<file path="src/rtl/pc_pkg.sv">
// Shared types and constants for the program counter unit.
// FSM states, mtvec mode encodings and the base instruction size.
package pc_pkg;

    typedef enum logic [1:0] {
        BOOT = 2'd0,
        RUN  = 2'd1,
        HALT = 2'd2
    } pc_state_e;

    localparam logic [1:0] MTVEC_MODE_DIRECT   = 2'b00;
    localparam logic [1:0] MTVEC_MODE_VECTORED = 2'b01;

    localparam int INSN_BYTES = 4;

endpackage

</file>
<file path="src/rtl/pc_next_sel.sv">
// Combinational next-PC priority mux: trap > mret > stall > jump > seq.
// Ports: run qualifies updates; redirect requests and targets in;
// pc_next and mis_det (jump taken to a misaligned target) out.
// Macro PC_UNIT_COMPRESSED_EN relaxes alignment to 2 bytes and
// selects a 2- or 4-byte increment from instr_lo.
module pc_next_sel
    import pc_pkg::*;
#(
    parameter int XLEN = 32
) (
    input  logic            run,
    input  logic            stall,
    input  logic            pc_sel,
    input  logic [XLEN-1:0] alu_out,
    input  logic            trap_req,
    input  logic            trap_is_irq,
    input  logic [4:0]      trap_cause,
    input  logic [XLEN-1:0] mtvec,
    input  logic            mret,
    input  logic [XLEN-1:0] mepc,
    input  logic [1:0]      instr_lo,
    input  logic [XLEN-1:0] count,
    output logic [XLEN-1:0] pc_next,
    output logic            mis_det
);

    logic [XLEN-1:0] base;
    logic [XLEN-1:0] trap_tgt;
    logic [XLEN-1:0] mret_tgt;
    logic [XLEN-1:0] seq_inc;
    logic            tgt_bad;
    logic            unused_bits;

    assign base = {mtvec[XLEN-1:2], 2'b00};

    // Only interrupts are spread across the vector table.
    always_comb begin
        trap_tgt = base;
        unique case (mtvec[1:0])
            MTVEC_MODE_VECTORED: begin
                if (trap_is_irq)
                    trap_tgt = base + XLEN'({trap_cause, 2'b00});
            end
            MTVEC_MODE_DIRECT: trap_tgt = base;
            default:           trap_tgt = base;
        endcase
    end

`ifdef PC_UNIT_COMPRESSED_EN
    assign mret_tgt = {mepc[XLEN-1:1], 1'b0};
    assign tgt_bad  = alu_out[0];
    assign seq_inc  = (instr_lo != 2'b11) ? XLEN'(2)
                                          : XLEN'(INSN_BYTES);
`else
    assign mret_tgt = {mepc[XLEN-1:2], 2'b00};
    assign tgt_bad  = |alu_out[1:0];
    assign seq_inc  = XLEN'(INSN_BYTES);
`endif

    assign unused_bits = ^{instr_lo, mepc[1:0]};

    always_comb begin
        pc_next = count;
        mis_det = 1'b0;
        priority case (1'b1)
            !run:     pc_next = count;
            trap_req: pc_next = trap_tgt;
            mret:     pc_next = mret_tgt;
            stall:    pc_next = count;
            pc_sel: begin
                // A bad target is dropped, not truncated.
                if (tgt_bad) begin
                    pc_next = count;
                    mis_det = 1'b1;
                end else begin
                    pc_next = alu_out;
                end
            end
            default:  pc_next = count + seq_inc;
        endcase
    end

endmodule

</file>
<file path="src/rtl/pc_unit.sv">
// Program counter with boot/run/halt FSM and prioritised redirects.
// In: cpu_clk, reset (async, high), stall, pc_sel/alu_out, trap_req,
//   trap_is_irq, trap_cause, mtvec, mret/mepc, halt_req, resume,
//   instr_lo. Out: count, pc_next, pc_prev, pc_valid, misaligned,
//   halted. Optional macro: PC_UNIT_COMPRESSED_EN.
module pc_unit
    import pc_pkg::*;
#(
    parameter int              XLEN        = 32,
    parameter logic [XLEN-1:0] RESET_VEC   = XLEN'(32'h8000_0000),
    parameter int              BOOT_CYCLES = 2
) (
    input  logic            cpu_clk,
    input  logic            reset,
    input  logic            stall,
    input  logic            pc_sel,
    input  logic [XLEN-1:0] alu_out,
    input  logic            trap_req,
    input  logic            trap_is_irq,
    input  logic [4:0]      trap_cause,
    input  logic [XLEN-1:0] mtvec,
    input  logic            mret,
    input  logic [XLEN-1:0] mepc,
    input  logic            halt_req,
    input  logic            resume,
    input  logic [1:0]      instr_lo,
    output logic [XLEN-1:0] count,
    output logic [XLEN-1:0] pc_next,
    output logic [XLEN-1:0] pc_prev,
    output logic            pc_valid,
    output logic            misaligned,
    output logic            halted
);

    localparam logic [3:0] BOOT_LAST = 4'(BOOT_CYCLES - 1);

    pc_state_e  state;
    logic [3:0] boot_cnt;
    logic       mis_det;
    logic       run;

    assign run = (state == RUN);

    pc_next_sel #(
        .XLEN(XLEN)
    ) u_sel (
        .run        (run),
        .stall      (stall),
        .pc_sel     (pc_sel),
        .alu_out    (alu_out),
        .trap_req   (trap_req),
        .trap_is_irq(trap_is_irq),
        .trap_cause (trap_cause),
        .mtvec      (mtvec),
        .mret       (mret),
        .mepc       (mepc),
        .instr_lo   (instr_lo),
        .count      (count),
        .pc_next    (pc_next),
        .mis_det    (mis_det)
    );

    always_ff @(posedge cpu_clk or posedge reset) begin
        if (reset) begin
            count      <= RESET_VEC;
            pc_prev    <= RESET_VEC;
            misaligned <= 1'b0;
        end else begin
            if (pc_next != count) begin
                pc_prev <= count;
                count   <= pc_next;
            end
            misaligned <= mis_det;
        end
    end

    always_ff @(posedge cpu_clk or posedge reset) begin
        if (reset) begin
            state    <= BOOT;
            boot_cnt <= 4'd0;
            pc_valid <= 1'b0;
            halted   <= 1'b0;
        end else begin
            unique case (state)
                BOOT: begin
                    boot_cnt <= boot_cnt + 4'd1;
                    if (boot_cnt == BOOT_LAST) begin
                        state    <= RUN;
                        pc_valid <= 1'b1;
                    end
                end
                RUN: begin
                    if (halt_req) begin
                        state    <= HALT;
                        pc_valid <= 1'b0;
                        halted   <= 1'b1;
                    end
                end
                HALT: begin
                    // resume beats a concurrent halt_req
                    if (resume) begin
                        state    <= RUN;
                        pc_valid <= 1'b1;
                        halted   <= 1'b0;
                    end
                end
                default: begin
                    state    <= BOOT;
                    boot_cnt <= 4'd0;
                    pc_valid <= 1'b0;
                    halted   <= 1'b0;
                end
            endcase
        end
    end

endmodule

</file>
<file path="config.mk">
export PLATFORM = sky130hd
export DESIGN_NAME = pc_unit
export DESIGN_NICKNAME = d
export VERILOG_FILES = /design/src/rtl/pc_pkg.sv /design/src/rtl/pc_next_sel.sv /design/src/rtl/pc_unit.sv
export SDC_FILE = /design/constraint.sdc
export NUM_CORES = 1
export LEC_CHECK = 0
export CORE_ASPECT_RATIO = 0.6
export CORE_MARGIN = 2
export CORE_UTILIZATION = 40
export CTS_CLUSTER_DIAMETER = 120
export DETAILED_ROUTE_END_ITERATION = 10
export GPL_ROUTABILITY_DRIVEN = 0
export PLACE_DENSITY = 0.82
export SLEW_MARGIN = 10
export SYNTH_ARGS = -nofsm -noshare
export SYNTH_HDL_FRONTEND = slang
export SYNTH_HIERARCHICAL = 1
export SYNTH_SLANG_ARGS = --single-unit
</file>
<file path="constraint.sdc">
create_clock -name cpu_clk -period 8.5 [get_ports cpu_clk]
set_input_delay 1.7 -clock cpu_clk [delete_from_list [all_inputs] [get_ports cpu_clk]]
set_output_delay 1.7 -clock cpu_clk [all_outputs]
set_load 0.02 [all_outputs]
</file>
# After elaboration in Yosys (flattened, before gate mapping)
# Cells that the tools add are included.
# classes
n_bitwise,1
shifts,0
addsub,3
n_mul,0
reduce_logical,5
n_div,0
eq_ne,8
mux,26
n_lt_le_gt_ge,0
# ops
cell,n
32-bit 2-to-1 mux,8
"32-bit by 3-bit adder with 32-bit output, second input constant",1
32-bit by 7-bit adder with 32-bit output,1
32-bit inequality test,1
1-bit 2-to-1 mux,11
4-bit one-hot mux with 2 select lines,1
2-bit 2-to-1 mux,3
"2-bit inequality test, second input constant",3
1-bit one-hot mux with 3 select lines,2
2-bit one-hot mux with 3 select lines,1
3-bit AND reduction,2
"4-bit by 1-bit adder with 4-bit output, second input constant",1
"2-bit by 1-bit equality test with 1-bit output, second input constant",2
"4-bit by 1-bit equality test with 1-bit output, second input constant",1
2-bit OR reduction,2
"2-bit equality test, second input constant",1
2-bit logical NOT,1
1-bit NOT,1
# totals
mem_bits_rw,0
register_bits,73
mem_bits_ro,0
latchBits,0
memories,0
input_bits,112
wordCells,50

# Longest topological paths before layout
# logic_depth
depth_word,8
depth_mapped,16

# Hierarchy
# Netlist, hierarchy kept.
# modules_own_cells
module,n_inst,area_per_inst_um2,seq_area_each_um2,cells_per_inst
pc_next_sel,1,3121.7,0.0,509
pc_unit,1,3034.2,1804.2,220

# Least setup slack after synthesis
# OpenSTA, ideal clock, no wires.
# synth_path
kind,input to output
startpoint,in trap_cause[0]
endpoint,out pc_next[24]
setup_slack_ps,2914
stages,9
arrival_ps,3886
path_buffers,0
path_cell_list,ha_1 -> fa_1 -> a211oi_1 -> o21bai_2 -> and3_1 -> and4_1 -> xor2_1 -> a221oi_1 -> a22oi_1
# synth_between
elab_chain_len,5
# synth_lines
item,line_no,rtl
"start, declared",pc_unit.sv:20,"input logic [4:0] trap_cause,"
32-bit by 7-bit adder with 32-bit output,pc_next_sel.sv:42,"trap_tgt = base + XLEN'({trap_cause, 2'b00});"
32-bit 2-to-1 mux,pc_next_sel.sv:41,if (trap_is_irq)
32-bit 2-to-1 mux,pc_next_sel.sv:39,unique case (mtvec[1:0])
32-bit 2-to-1 mux (2 in series),pc_next_sel.sv:65,priority case (1'b1)
"end, declared",pc_unit.sv:28,"output logic [XLEN-1:0] pc_next,"
# Every way passes these cells.

# Worst setup path after layout
# layout_path
startpoint,in mtvec[2]
endpoint,out pc_next[28]
# layout_between
elab_chain_len,5
# layout_lines
item,line_no,rtl
"start, declared",pc_unit.sv:21,"input logic [XLEN-1:0] mtvec,"
32-bit by 7-bit adder with 32-bit output,pc_next_sel.sv:42,
32-bit 2-to-1 mux,pc_next_sel.sv:41,
32-bit 2-to-1 mux,pc_next_sel.sv:39,
32-bit 2-to-1 mux (2 in series),pc_next_sel.sv:65,
# Every way passes these cells.

==> metrics.log <==
INFO  metric finalNetCount = 1,000
INFO  metric grt_pass1_wl = 34.24 mm
INFO  metric path_clk_slew = 0.06 ns
INFO  metric placed_cell_count = 1,067
INFO  metric cts.root.buffer_cell = clkbuf_16
INFO  metric critical-path-top-delay-family = compound AO/OA/AOI/OAI gates
INFO  metric worstPathMaxFanout = 9
INFO  metric hold_depth = 1
INFO  metric fp-row-count = 35
INFO  metric die_height = 100.1 um
INFO  metric cts_tree = built
INFO  metric h-tree-depth = 3
INFO  metric worst_slew_margin_rel = 23.95%
INFO  metric finalCritPeriodShare = 82.73%
INFO  metric floorplan.core_area = 0.01520 mm^2
INFO  metric synthDistinctLibCells = 77
INFO  metric cts_sink_count = 72
INFO  metric postRouteWirelength = 22.66 mm
INFO  metric cts_hold_buf = 0
INFO  metric ratio_of_total_power_to_cell_area = 349.0 mW/mm^2
INFO  metric crit_path_max_incr_delay = 0.71 ns
INFO  metric drive_above_1_share = 9.205%
INFO  metric register_area = 0.001804 mm^2
INFO  metric io_pins = 211
INFO  metric synth_enable_flop_cells = 0
INFO  metric postSynthCellCount = 729
INFO  metric syn_area = 0.006156 mm^2
INFO  metric worstMarginPinSlew = 1.140 ns
INFO  metric drt-vias-per-instance = 6.002
INFO  metric drc = 0
INFO  metric worst_r2r_path_depth = 12
INFO  metric finalCriticalPeriod = 7.032 ns
INFO  metric ys_seq_elements = 72
INFO  metric required = 6.80 ns
INFO  metric post_layout_nonfiller_instances = 1,083
INFO  metric synthToLayoutAreaGrowth = 37.20%
INFO  metric grt_pass1_vias = 5,945
INFO  metric run_status = completed
INFO  metric routedWlPerCell = 20.93 um
INFO  metric critical_path.endpoint_type = primary output
INFO  metric fin_util = 55.58%
INFO  metric diodes = 0
INFO  metric ys.warnings.count = 6
INFO  metric final-max-slew-violation-count = 0
INFO  metric unrepaired_setup_endpoints_after_global_routing = no
INFO  metric async_reset_ff_share = 100.0%
INFO  metric critical_path_arrival = 5.33 ns
INFO  metric worst_path_max_delay_cell = clkdlybuf4s50_1
INFO  metric postCtsSetupRepairBufs = 0
INFO  metric cts_inserted_buffers = 9
INFO  metric number_of_resized_instances_in_the_post_cts_repair_step = 0
INFO  metric setup-violations-final = 0
INFO  metric reported_max_cap_violation_count = 0
INFO  metric path_cells = clkdlybuf4s50_1, ha_1, fa_1, a211oi_1, o21bai_2, and3_1, and3_1, xor2_1, a211oi_1, a21oi_1, clkdlybuf4s50_1
INFO  metric max_freq = 142.2 MHz
INFO  metric globalRoute.totalOverflow = 0
INFO  metric clk_lat_worst_skew = 0.33 ns
INFO  metric min-delay-path-class = flop to flop
INFO  metric drt-initial-drc-count = 1,030
INFO  metric grt_max_degree = 73
INFO  metric path_buf_inv = 2
INFO  metric cts.path.max_buffers = 2
INFO  metric chipWidth = 164.2 um
INFO  metric leakagePower = 0.003391 uW
INFO  metric timing_worst_setup_path_type = input port to primary output
INFO  metric hold_violations = 0
INFO  metric gr-usage-all-layers = 27.14%
INFO  metric fin_setup_tns = 0 ns
INFO  metric setup_ws = 1.468 ns
INFO  metric fp.dieArea = 0.01643 mm^2
INFO  metric placement.setup.worst_slack = 1.557 ns
INFO  metric vias = 6,500
INFO  metric layout.filler_cells = 1,333
INFO  metric avgSynthCellArea = 8.444 um^2
INFO  metric syn_nets = 854
INFO  metric ir_worst_vdd = 0.2305 mV
INFO  metric yosysSeqAreaShare = 29.31%
INFO  metric dominantRegCellSynth = dfrtp_1
INFO  metric postRouteAntennaNets = 0
INFO  metric first_pass_iters = 6
INFO  metric p_total = 2948 uW
INFO  metric initial_antenna_violation_count = 0
INFO  metric worst-path-stages = 11
INFO  metric crit_path_start_kind = input port
INFO  metric finClkSkew = 0.009565 ns
INFO  metric io_port_bufs = 206
INFO  metric post-dp-hpwl = 17.12 mm
INFO  metric initial_standard_cell_utilization_of_the_core = 40.51%
INFO  metric multi_input_area = 0.003902 mm^2
## area by class of cell
| cell class | count | area share, % |
|---|---|---|
| Multi-Input combinational cell | 560 | 46.21 |
| Timing Repair Buffer | 215 | 25.21 |
| Sequential cell | 72 | 21.36 |
| Tap cell | 203 | 3.007 |
| Clock buffer | 12 | 2.919 |
| Inverter | 17 | 0.7556 |
| Clock inverter | 4 | 0.5333 |
## cells in the mapped netlist, drive strengths merged, types with 9 or more instances
cell | instances | share of area, %
xnor2 | 51 | 7.3
dfrtp | 70 | 28
ha | 12 | 2.4
inv | 17 | 1.0
nand3 | 29 | 2.4
nand2 | 78 | 4.9
a221oi | 18 | 2.6
mux2i | 9 | 1.5
nor2b | 9 | 0.91
a31oi | 10 | 1.0
and3 | 9 | 0.91
buf | 16 | 2.2
o21ai | 41 | 3.3
a21oi | 35 | 2.8
mux2 | 33 | 7.9
nor2 | 70 | 4.4
nor3 | 14 | 1.6
xor2 | 12 | 1.7
clkbuf | 64 | 4.1
nand4 | 28 | 3.1
## registers in the layout (all words and copies together) (netlist names)
name and flops:
halted 1, state 2, misaligned 1, count 32
pc_prev 32, boot_cnt 4
## worst paths after layout
path                                              start                      end  slack [ns]
max in group asynchronous                         reset   pc_prev[5]$_DFFE_PP0P_        5.92
worst max register to register     count[2]$_DFFE_PP0P_   pc_prev[3]$_DFFE_PP0P_        3.91
min in group asynchronous                         reset   pc_prev[0]$_DFFE_PP0P_        1.97
worst min register to register  pc_prev[13]$_DFFE_PP0P_  pc_prev[13]$_DFFE_PP0P_        0.51
worst min-delay path            pc_prev[13]$_DFFE_PP0P_  pc_prev[13]$_DFFE_PP0P_        0.51
worst max-delay path                           mtvec[2]              pc_next[28]        1.47
## kinds of logic after synthesis
kind of cell / share of synthesized area, %
muxes: 9.329
DFF: 29.31
xor gates and xnor gates: 8.963
AOI/OAI and AO/OA: 20.06
buffers and inverters: 7.337
adders and majority gates: 2.764
and+or+nand+nor: 22.24
## per-stage QoR
stage | area [um^2] | hold WS, ns
after CTS | 8446 | 0.5101
after global routing | 8446 | 0.5275
final | 8446 | 0.5060
after detailed placement | 8154 | 0.4913
after global placement | 8154 | 0.4918
after floorplan | 6156 | 0.4960
## layout by cell type (no fill, tap or decap), drive strengths merged, types with 4 or more instances in the layout
| master | Yosys | layout |
|---|---|---|
| nor2b | 9 | 9 |
| o21ai | 41 | 41 |
| xnor2 | 51 | 51 |
| mux2i | 9 | 9 |
| nor2 | 70 | 70 |
| and2 | 5 | 5 |
| xor2 | 12 | 12 |
| a32oi | 5 | 5 |
| ha | 12 | 12 |
| mux2 | 33 | 33 |
| o221ai | 4 | 4 |
| clkbuf | 64 | 12 |
| dfrtp | 70 | 70 |
| a22oi | 7 | 7 |
| a31oi | 10 | 10 |
| nand2 | 78 | 78 |
| buf | 16 | 9 |
| nand4 | 28 | 28 |
| and3 | 9 | 9 |
| a21oi | 35 | 35 |
| o22ai | 5 | 5 |
| nor3 | 14 | 14 |
| a221oi | 18 | 18 |
| clkdlybuf4s50 | 0 | 206 |
| o211ai | 8 | 8 |
| inv | 17 | 17 |
| a211oi | 6 | 6 |
| nand3 | 29 | 29 |
| a22o | 8 | 8 |
| nor4 | 7 | 7 |
## power by group
part           internal (uW)  switching [uW]
Clock                    234             143
Combinational            837             965
Sequential               496             273
Total                   1570            1380
## layer usage
layer	part of all wire [%]	GRT usage (%)
met1	42	37.91
met2	42	40.55
met3	13	8.471
met4	2.2	7.355
met5	0	0
Power figures use the tool's default switching activity.
